<file path="src/rtl/mem_stage_lsu.sv">
// MEM stage load/store unit: req/ack data-bus access, store lane formatting, load extension, MEM/WB register.
// Optional `LSU_MISALIGN_TRAP_EN enables misaligned-access exceptions instead of lane-aligned bus accesses.
module mem_stage_lsu (
  input  logic        i_clk,
  input  logic        i_rst,
  input  logic        i_insn_vld,
  input  logic [31:0] i_pc,
  input  logic [31:0] i_instr,
  input  logic [2:0]  i_ld_en,
  input  logic        i_lsu_wren,
  input  logic        i_rd_wren,
  input  logic [1:0]  i_wb_sel,
  input  logic [31:0] i_alu_data,
  input  logic [31:0] i_rs2_data,
  output logic        o_stall,
  output logic        o_dmem_req,
  output logic        o_dmem_we,
  output logic [31:0] o_dmem_addr,
  output logic [31:0] o_dmem_wdata,
  output logic [3:0]  o_dmem_be,
  input  logic        i_dmem_ack,
  input  logic [31:0] i_dmem_rdata,
  output logic        o_insn_vld,
  output logic [31:0] o_pc,
  output logic [31:0] o_instr,
  output logic        o_rd_wren,
  output logic [1:0]  o_wb_sel,
  output logic [31:0] o_alu_data,
  output logic [31:0] o_ld_data,
  output logic        o_lsu_exc,
  output logic [3:0]  o_exc_cause,
  output logic [31:0] o_exc_tval
);

  typedef enum logic [0:0] {ST_IDLE = 1'b0, ST_BUSY = 1'b1} state_t;

  state_t      state_r;
  logic [2:0]  ld_en_r;
  logic [1:0]  lane_r;
  logic [31:0] pc_r;
  logic [31:0] instr_r;
  logic        rd_wren_r;
  logic [1:0]  wb_sel_r;
  logic [31:0] alu_r;

  logic        is_load_s;
  logic [1:0]  size_s;      // 0 byte, 1 half, 2 word
  logic [1:0]  lane_s;
  logic        mem_op_s;
  logic        misalign_s;
  logic        issue_s;
  logic [3:0]  be_s;
  logic [31:0] wdata_s;

  function automatic logic [31:0] extract_load(input logic [31:0] rdata,
                                               input logic [2:0]  ld_en,
                                               input logic [1:0]  lane);
    logic [31:0] sh;
    logic [31:0] res;
    sh = rdata >> {lane, 3'b000};
    case (ld_en)
      3'b001:  res = {{24{sh[7]}}, sh[7:0]};
      3'b010:  res = {{16{sh[15]}}, sh[15:0]};
      3'b011:  res = sh;
      3'b101:  res = {24'h000000, sh[7:0]};
      3'b110:  res = {16'h0000, sh[15:0]};
      default: res = 32'h00000000;
    endcase
    return res;
  endfunction

  // Decode access size, lane, byte enables, store data and misalignment
  always_comb begin
    is_load_s = 1'b0;
    size_s    = 2'd2;
    case (i_ld_en)
      3'b001, 3'b101: begin is_load_s = 1'b1; size_s = 2'd0; end
      3'b010, 3'b110: begin is_load_s = 1'b1; size_s = 2'd1; end
      3'b011:         begin is_load_s = 1'b1; size_s = 2'd2; end
      default: begin
        is_load_s = 1'b0;
        case (i_instr[13:12])
          2'b00:   size_s = 2'd0;
          2'b01:   size_s = 2'd1;
          default: size_s = 2'd2;   // size 11 behaves as a word store
        endcase
      end
    endcase
    mem_op_s = i_insn_vld & (is_load_s | i_lsu_wren);
    // Halfwords and words always use naturally aligned lanes; only bytes honour addr[1:0] fully
    case (size_s)
      2'd0:    begin lane_s = i_alu_data[1:0];       be_s = 4'b0001 << i_alu_data[1:0];
                     wdata_s = {4{i_rs2_data[7:0]}}; end
      2'd1:    begin lane_s = {i_alu_data[1], 1'b0}; be_s = 4'b0011 << {i_alu_data[1], 1'b0};
                     wdata_s = {2{i_rs2_data[15:0]}}; end
      default: begin lane_s = 2'b00;                 be_s = 4'b1111;
                     wdata_s = i_rs2_data; end
    endcase
    be_s = is_load_s ? 4'b1111 : be_s;
`ifdef LSU_MISALIGN_TRAP_EN
    misalign_s = mem_op_s & (((size_s == 2'd1) & i_alu_data[0]) |
                             ((size_s == 2'd2) & (i_alu_data[1:0] != 2'b00)));
`else
    misalign_s = 1'b0;
`endif
    issue_s = mem_op_s & ~misalign_s;
    o_stall = (state_r == ST_IDLE) ? issue_s : ~i_dmem_ack;
  end

  // Access FSM, bus request registers and MEM/WB boundary
  always_ff @(posedge i_clk or posedge i_rst) begin
    if (i_rst) begin
      state_r      <= ST_IDLE;
      o_dmem_req   <= 1'b0;
      o_dmem_we    <= 1'b0;
      o_dmem_addr  <= 32'h00000000;
      o_dmem_wdata <= 32'h00000000;
      o_dmem_be    <= 4'b0000;
      ld_en_r      <= 3'b000;
      lane_r       <= 2'b00;
      pc_r         <= 32'h00000000;
      instr_r      <= 32'h00000013;
      rd_wren_r    <= 1'b0;
      wb_sel_r     <= 2'b00;
      alu_r        <= 32'h00000000;
      o_insn_vld   <= 1'b0;
      o_pc         <= 32'h00000000;
      o_instr      <= 32'h00000013;
      o_rd_wren    <= 1'b0;
      o_wb_sel     <= 2'b00;
      o_alu_data   <= 32'h00000000;
      o_ld_data    <= 32'h00000000;
    end else begin
      case (state_r)
        ST_IDLE: begin
          o_pc       <= i_pc;
          o_instr    <= i_instr;
          o_wb_sel   <= i_wb_sel;
          o_alu_data <= i_alu_data;
          o_ld_data  <= 32'h00000000;
          if (issue_s) begin
            state_r      <= ST_BUSY;
            o_dmem_req   <= 1'b1;
            o_dmem_we    <= ~is_load_s;
            o_dmem_addr  <= {i_alu_data[31:2], 2'b00};
            o_dmem_wdata <= wdata_s;
            o_dmem_be    <= be_s;
            ld_en_r      <= is_load_s ? i_ld_en : 3'b000;
            lane_r       <= lane_s;
            pc_r         <= i_pc;
            instr_r      <= i_instr;
            rd_wren_r    <= i_rd_wren;
            wb_sel_r     <= i_wb_sel;
            alu_r        <= i_alu_data;
            o_insn_vld   <= 1'b0;
            o_rd_wren    <= 1'b0;
          end else if (misalign_s) begin
            o_insn_vld <= 1'b0;
            o_rd_wren  <= 1'b0;
          end else begin
            o_insn_vld <= i_insn_vld;
            o_rd_wren  <= i_rd_wren;
          end
        end
        ST_BUSY: begin
          if (i_dmem_ack) begin
            state_r    <= ST_IDLE;
            o_dmem_req <= 1'b0;
            o_insn_vld <= 1'b1;
            o_pc       <= pc_r;
            o_instr    <= instr_r;
            o_rd_wren  <= rd_wren_r;
            o_wb_sel   <= wb_sel_r;
            o_alu_data <= alu_r;
            o_ld_data  <= extract_load(i_dmem_rdata, ld_en_r, lane_r);
          end else begin
            state_r <= ST_BUSY;
          end
        end
        default: begin
          state_r    <= ST_IDLE;
          o_dmem_req <= 1'b0;
        end
      endcase
    end
  end

`ifdef LSU_MISALIGN_TRAP_EN
  // Misaligned-access exception pulse with cause and faulting address
  always_ff @(posedge i_clk or posedge i_rst) begin
    if (i_rst) begin
      o_lsu_exc   <= 1'b0;
      o_exc_cause <= 4'd0;
      o_exc_tval  <= 32'h00000000;
    end else if ((state_r == ST_IDLE) && misalign_s) begin
      o_lsu_exc   <= 1'b1;
      o_exc_cause <= is_load_s ? 4'd4 : 4'd6;
      o_exc_tval  <= i_alu_data;
    end else begin
      o_lsu_exc   <= 1'b0;
    end
  end
`else
  assign o_lsu_exc   = 1'b0;
  assign o_exc_cause = 4'd0;
  assign o_exc_tval  = 32'h00000000;
`endif

endmodule

</file>
<file path="config.mk">
export PLATFORM = sky130hd
export DESIGN_NAME = mem_stage_lsu
export DESIGN_NICKNAME = d
export VERILOG_FILES = /design/src/rtl/mem_stage_lsu.sv
export SDC_FILE = /design/constraint.sdc
export NUM_CORES = 1
export LEC_CHECK = 0
export ABC_AREA = 1
export CAP_MARGIN = 30
export CORE_MARGIN = 1
export CORE_UTILIZATION = 42
export DETAILED_ROUTE_END_ITERATION = 8
export PLACE_DENSITY = 0.74
export RECOVER_POWER = 25
export SKIP_CTS_REPAIR_TIMING = 1
export SLEW_MARGIN = 20
export SYNTH_ARGS = -nofsm -noshare
export SYNTH_HDL_FRONTEND = slang
export SYNTH_SLANG_ARGS = --single-unit
</file>
<file path="constraint.sdc">
create_clock -name i_clk -period 9 [get_ports i_clk]
set_input_delay 1.35 -clock i_clk [delete_from_list [all_inputs] [get_ports i_clk]]
set_output_delay 1.35 -clock i_clk [all_outputs]
set_load 0.05 [all_outputs]
</file>
== Word-level counts from Yosys, hierarchy flattened ==
Index checks and enable logic that the tools add are counted.

* Word-level logic and storage cells: 81
* Output and inout port bits: 240
* Input port bits: 171
* Bits in registers: 305

* Bitwise operators: 5
* Eq/ne operators: 14
* Shifts and indexed selects: 3
* Muxes and demuxes: 32
* Reductions and logical operators: 7

{| class="wikitable"
|+ Operator list
! kind !! number
|-
| $pmux 32 s2 || 5
|-
| $pmux 32 s5 || 1
|-
| $mux 32 || 4
|-
| $shr 32x5->32 || 1
|-
| $eq 3x2->1 const B || 4
|-
| $eq 3x3->1 const B || 4
|-
| $pmux 2 s2 || 3
|-
| $mux 1 || 10
|-
| $pmux 1 s2 || 4
|-
| $pmux 4 s2 || 1
|-
| $eq 3x1->1 const B || 2
|-
| $pmux 2 s3 || 1
|-
| $reduce_or 5->1 || 1
|-
| $eq 2x1->1 const B || 2
|-
| $logic_not 2->1 || 2
|-
| $mux 4 || 1
|-
| $ne 2x2->1 const B || 2
|-
| $reduce_and 2->1 || 2
|-
| $reduce_or 2->1 || 2
|-
| $shl 1x2->4 const A || 1
|-
| $shl 2x2->4 const A || 1
|-
| $mux 3 || 1
|-
| $not 1->1 || 3
|-
| $mux 2 || 1
|-
| other kinds (2) || 2
|}

== Logic depth before layout (Yosys ltp) ==
* Depth after elaboration: 7
* Mapped depth: 10

== Least setup slack after synthesis ==
OpenSTA, ideal clock, no wires.

* Path type: input-to-output
* From: input i_ld_en[2]
* To: output o_stall
* Path buffers: 2
* Path slack: 5.361 ns
* Data arrival time: 2.289 ns
* Cell stages on the path: 7
* Cells stage by stage: nand2_2 nand2_4 nand3_2 nand3_2 buf_6 buf_2 nand2_1

* Cells in the longest elaborated chain, start to end: 6

{| class="wikitable"
|+ Ends and longest elaborated chain
! element !! RTL line !! RTL
|-
| start, declared || 9 || <nowiki>input logic [2:0] i_ld_en,</nowiki>
|-
| $eq 3x2->1, or another cell as far along || 76 || <nowiki>case (i_ld_en)</nowiki>
|-
| $reduce_or 5->1 (no source line) * || -- ||
|-
| $mux 1 * || 76 ||
|-
| $or 1x1->1 * || 89 || <nowiki>mem_op_s = i_insn_vld & (is_load_s | i_lsu_wren);</nowiki>
|-
| $and 1x1->1 * || 89 ||
|-
| $mux 1 * || 107 || <nowiki>o_stall = (state_r == ST_IDLE) ? issue_s : ~i_dmem_ack;</nowiki>
|-
| end, declared || 15 || <nowiki>output logic o_stall,</nowiki>
|}

Mark *: on every way between the ends. The rest lies on a longest branch, timed or not.

==> impl_metrics.py <==
metrics = {
    "drt": {
        "wl_met1_mm": 15.6,
        "viasPerCell": 5.07,
        "dr.pass1.iters": 5,
        "wl_met2_mm": 18.1,
        "wl_per_cell_um": 16.8,
        "wl_met3_mm": 2.74,
        "antenna_left": 0,
        "via_count": 11460,
        "routed.top_layer": "met4",
        "drc": 0,
        "wl_mm": 37.9,
        "drtIter0Drc": 857,
    },
    "critical_path": {
        "crit_path_end_kind": "async pin",
        "worstPathRequired_ns": 8.96,
        "rr_endpoint": "alu_r[7]",
        "worst-setup-path-type": "in2async",
        "cp-start-kind": "input pin",
        "r2r_start": "state_r",
        "crit_arrival_ns": 5.68,
        "reg2reg_depth": 7,
        "critPathMaxFanout": 59,
        "startpoint": "i_rst",
        "reg2reg_slack_ns": 5.86,
    },
    "timing": {
        "tns_ns": 0,
        "maxSlewHeadroom": -1.09,
        "drv_slew": 126,
        "hold_viol_final": 0,
        "holdWs_ns": 0.478,
        "tightest_slew_ns": 3.14,
        "grt_setup_unrepaired": "no",
        "setup_viol": 0,
        "fmax_ghz": 0.175,
        "period_needed_ns": 5.72,
        "post-route-period-util": 0.636,
        "fin_skew_ns": 0.00883,
    },
    "global_route": {
        "grt_overflow": 0,
        "grtUsageTotal": 0.242,
        "antenna_found_initial": 2,
        "grt_first_pass_wirelength_mm": 59.7,
        "grt_max_degree": 138,
        "grt_pass1_vias": 11024,
    },
    "floorplanning": {
        "num_io_pins": 411,
        "core_area_mm2": 0.0298,
        "start_util": 0.429,
        "die_y_um": 176,
        "dieArea_mm2": 0.0311,
        "die_w_um": 176,
        "rows": 63,
    },
    "hold_path": {
        "whs_endpoint": "pc_r[22]",
        "holdPathStages": 2,
        "hp-class": "reg2reg",
        "hold_start": "pc_r[22]",
    },
    "logic_synthesis": {
        "synth_async_sr_flop_share": 1.00,
        "post-synth-top-count-cell": "nand2_1",
        "synth_top_area_cell": "dfrtp_1",
        "synth_ff_type": "dfrtp_1",
        "synth_warnings": 0,
        "ys_ff_latch": 275,
        "ys_top_cells_by_count": "nand2_1, dfrtp_1, inv_1",
        "synth_edf_count": 0,
        "syn_inst": 1543,
        "netlist_top_cells_area": "dfrtp_1, nand2_1, buf_4",
        "ys_types": 35,
        "syn_area_per_cell_um2": 8.28,
        "synth_top_area_frac": 0.527,
        "syn-cell-area_mm2": 0.0128,
        "synth-seq-area-share": 0.539,
    },
    "cells_and_area": {
        "final_area_mm2": 0.0174,
        "postLayoutCoreUtil": 0.585,
        "layout.cells.non_filler": 2259,
        "layout.nets": 2014,
        "drive_above_1_share": 0.0509,
        "area_growth_pct": 36.4,
    },
    "place": {
        "gp_congestion": 0.876,
        "io_buffer_count": 371,
        "hpwl_mm": 25.3,
        "dpl_cell_area_mm2": 0.0162,
        "dp.cells": 2198,
    },
    "clocking": {
        "cts_tree": "built",
        "clock_path_buffers": 3,
        "clock_sinks": 275,
        "cts_max_level": 1,
        "numCtsBuffers": 30,
        "cts.clk_slew.worst_paths_ns": 0.06,
        "root_buffer": "clkbuf_16",
        "clk_latency_ns": 0.55,
    },
    "run": {
        "drv_cap": 3,
    },
    "pwr": {
        "powerDensity_mw_per_mm2": 275,
        "power_leakage_nw": 8.28,
        "ir_drop_v": 0.000151,
    },
    "run_status": {
        "violations": "capacitance limit, slew limit",
        "status": "finished with violations",
    },
}
## through the flow
stage | total power, W | worst slack (ns)
5_1_grt | 0.00500 | 2.30
4_1_cts | 0.00482 | 3.64
6_report | 0.00479 | 3.28
3_5_place_dp | 0.00339 | 3.64
2_1_floorplan | 0.00284 | 0.0795
3_3_place_gp | 0.00336 | 3.69
## layout by cell type (no fill, tap or decap), drive strengths merged
master | netlist | routed
a21boi | 4 | 4
a21o | 1 | 1
a21oi | 10 | 10
buf | 129 | 9
bufinv | 0 | 8
clkbuf | 24 | 40
clkdlybuf4s50 | 0 | 370
clkinv | 0 | 9
clkinvlp | 0 | 4
conb | 1 | 39
dfrtp | 269 | 269
dfstp | 6 | 6
diode | 0 | 2
dlygate4sd3 | 0 | 1
inv | 116 | 114
nand2 | 675 | 675
nand3 | 72 | 72
nand3b | 1 | 1
nand4 | 10 | 10
nor2 | 32 | 32
nor3 | 1 | 1
o211ai | 74 | 74
o21a | 1 | 1
o21ai | 109 | 109
o221ai | 2 | 2
o22ai | 3 | 3
or2 | 3 | 3
## area by class of cell
cell class | instances | area (µm²)
inverter | 116 | 443
antenna | 2 | 5.00
sequential | 275 | 6890
tap | 390 | 488
fill | 2635 | 12400
timing repair buffer | 383 | 3840
clock inverter | 19 | 314
clock buffer | 37 | 838
multi-input combinational | 1037 | 4610
## critical path, cell delays in order
cell and delay, ns:
dlygate4sd3_1 0.55, clkinvlp_2 0.95, clkbuf_1 0.53, clkbuf_1 2.27
## metal layers
layer | GRT usage | vias up
met5 | 0 | -
met3 | 0.0463 | 90
met1 | 0.317 | 5486
li1 | - | 5385
met2 | 0.391 | 499
met4 | 0.103 | 0
## registers in the layout, indices dropped and copies added (netlist names), 2 cells and up
register,cells
instr_r,32
ld_en_r,3
o_instr,32
o_alu_data,32
wb_sel_r,2
o_wb_sel,2
o_dmem_wdata,32
o_ld_data,32
lane_r,2
pc_r,32
o_pc,32
alu_r,32
o_dmem_be,4
## logic make-up (layout without fill, tap and decap cells)
kind of cell	after synthesis	count (layout)	synth area share
AO/OA/AOI/OAI	204	204	0.0987
flip-flops	275	275	0.539
buffers and inverters	269	555	0.112
other	1	41	0.000294
AND/OR/NAND/NOR	794	794	0.250
## how the worst max path moves through the flow
| stage | endpoint | slack, ns | cells past startpoint |
|---|---|---|---|
| after floorplan | alu_r[0] | 0.08 | 1 |
| after global placement | o_stall | 3.69 | 8 |
| after detailed placement | o_stall | 3.64 | 8 |
| after CTS | o_stall | 3.64 | 8 |
| after global routing | pc_r[12] | 2.30 | 4 |
| final | o_pc[13] | 3.28 | 4 |
## power breakdown
| part | internal (W) | total [W] | switching, W | leakage, nW |
|---|---|---|---|---|
| logic | 0.000541 | 0.00173 | 0.00119 | 4.33 |
| clock network | 0.000891 | 0.00141 | 0.000523 | 0.559 |
| registers | 0.00149 | 0.00165 | 0.000152 | 3.39 |
| total | 0.00293 | 0.00479 | 0.00186 | 8.28 |
Power figures use the tool's default switching activity.
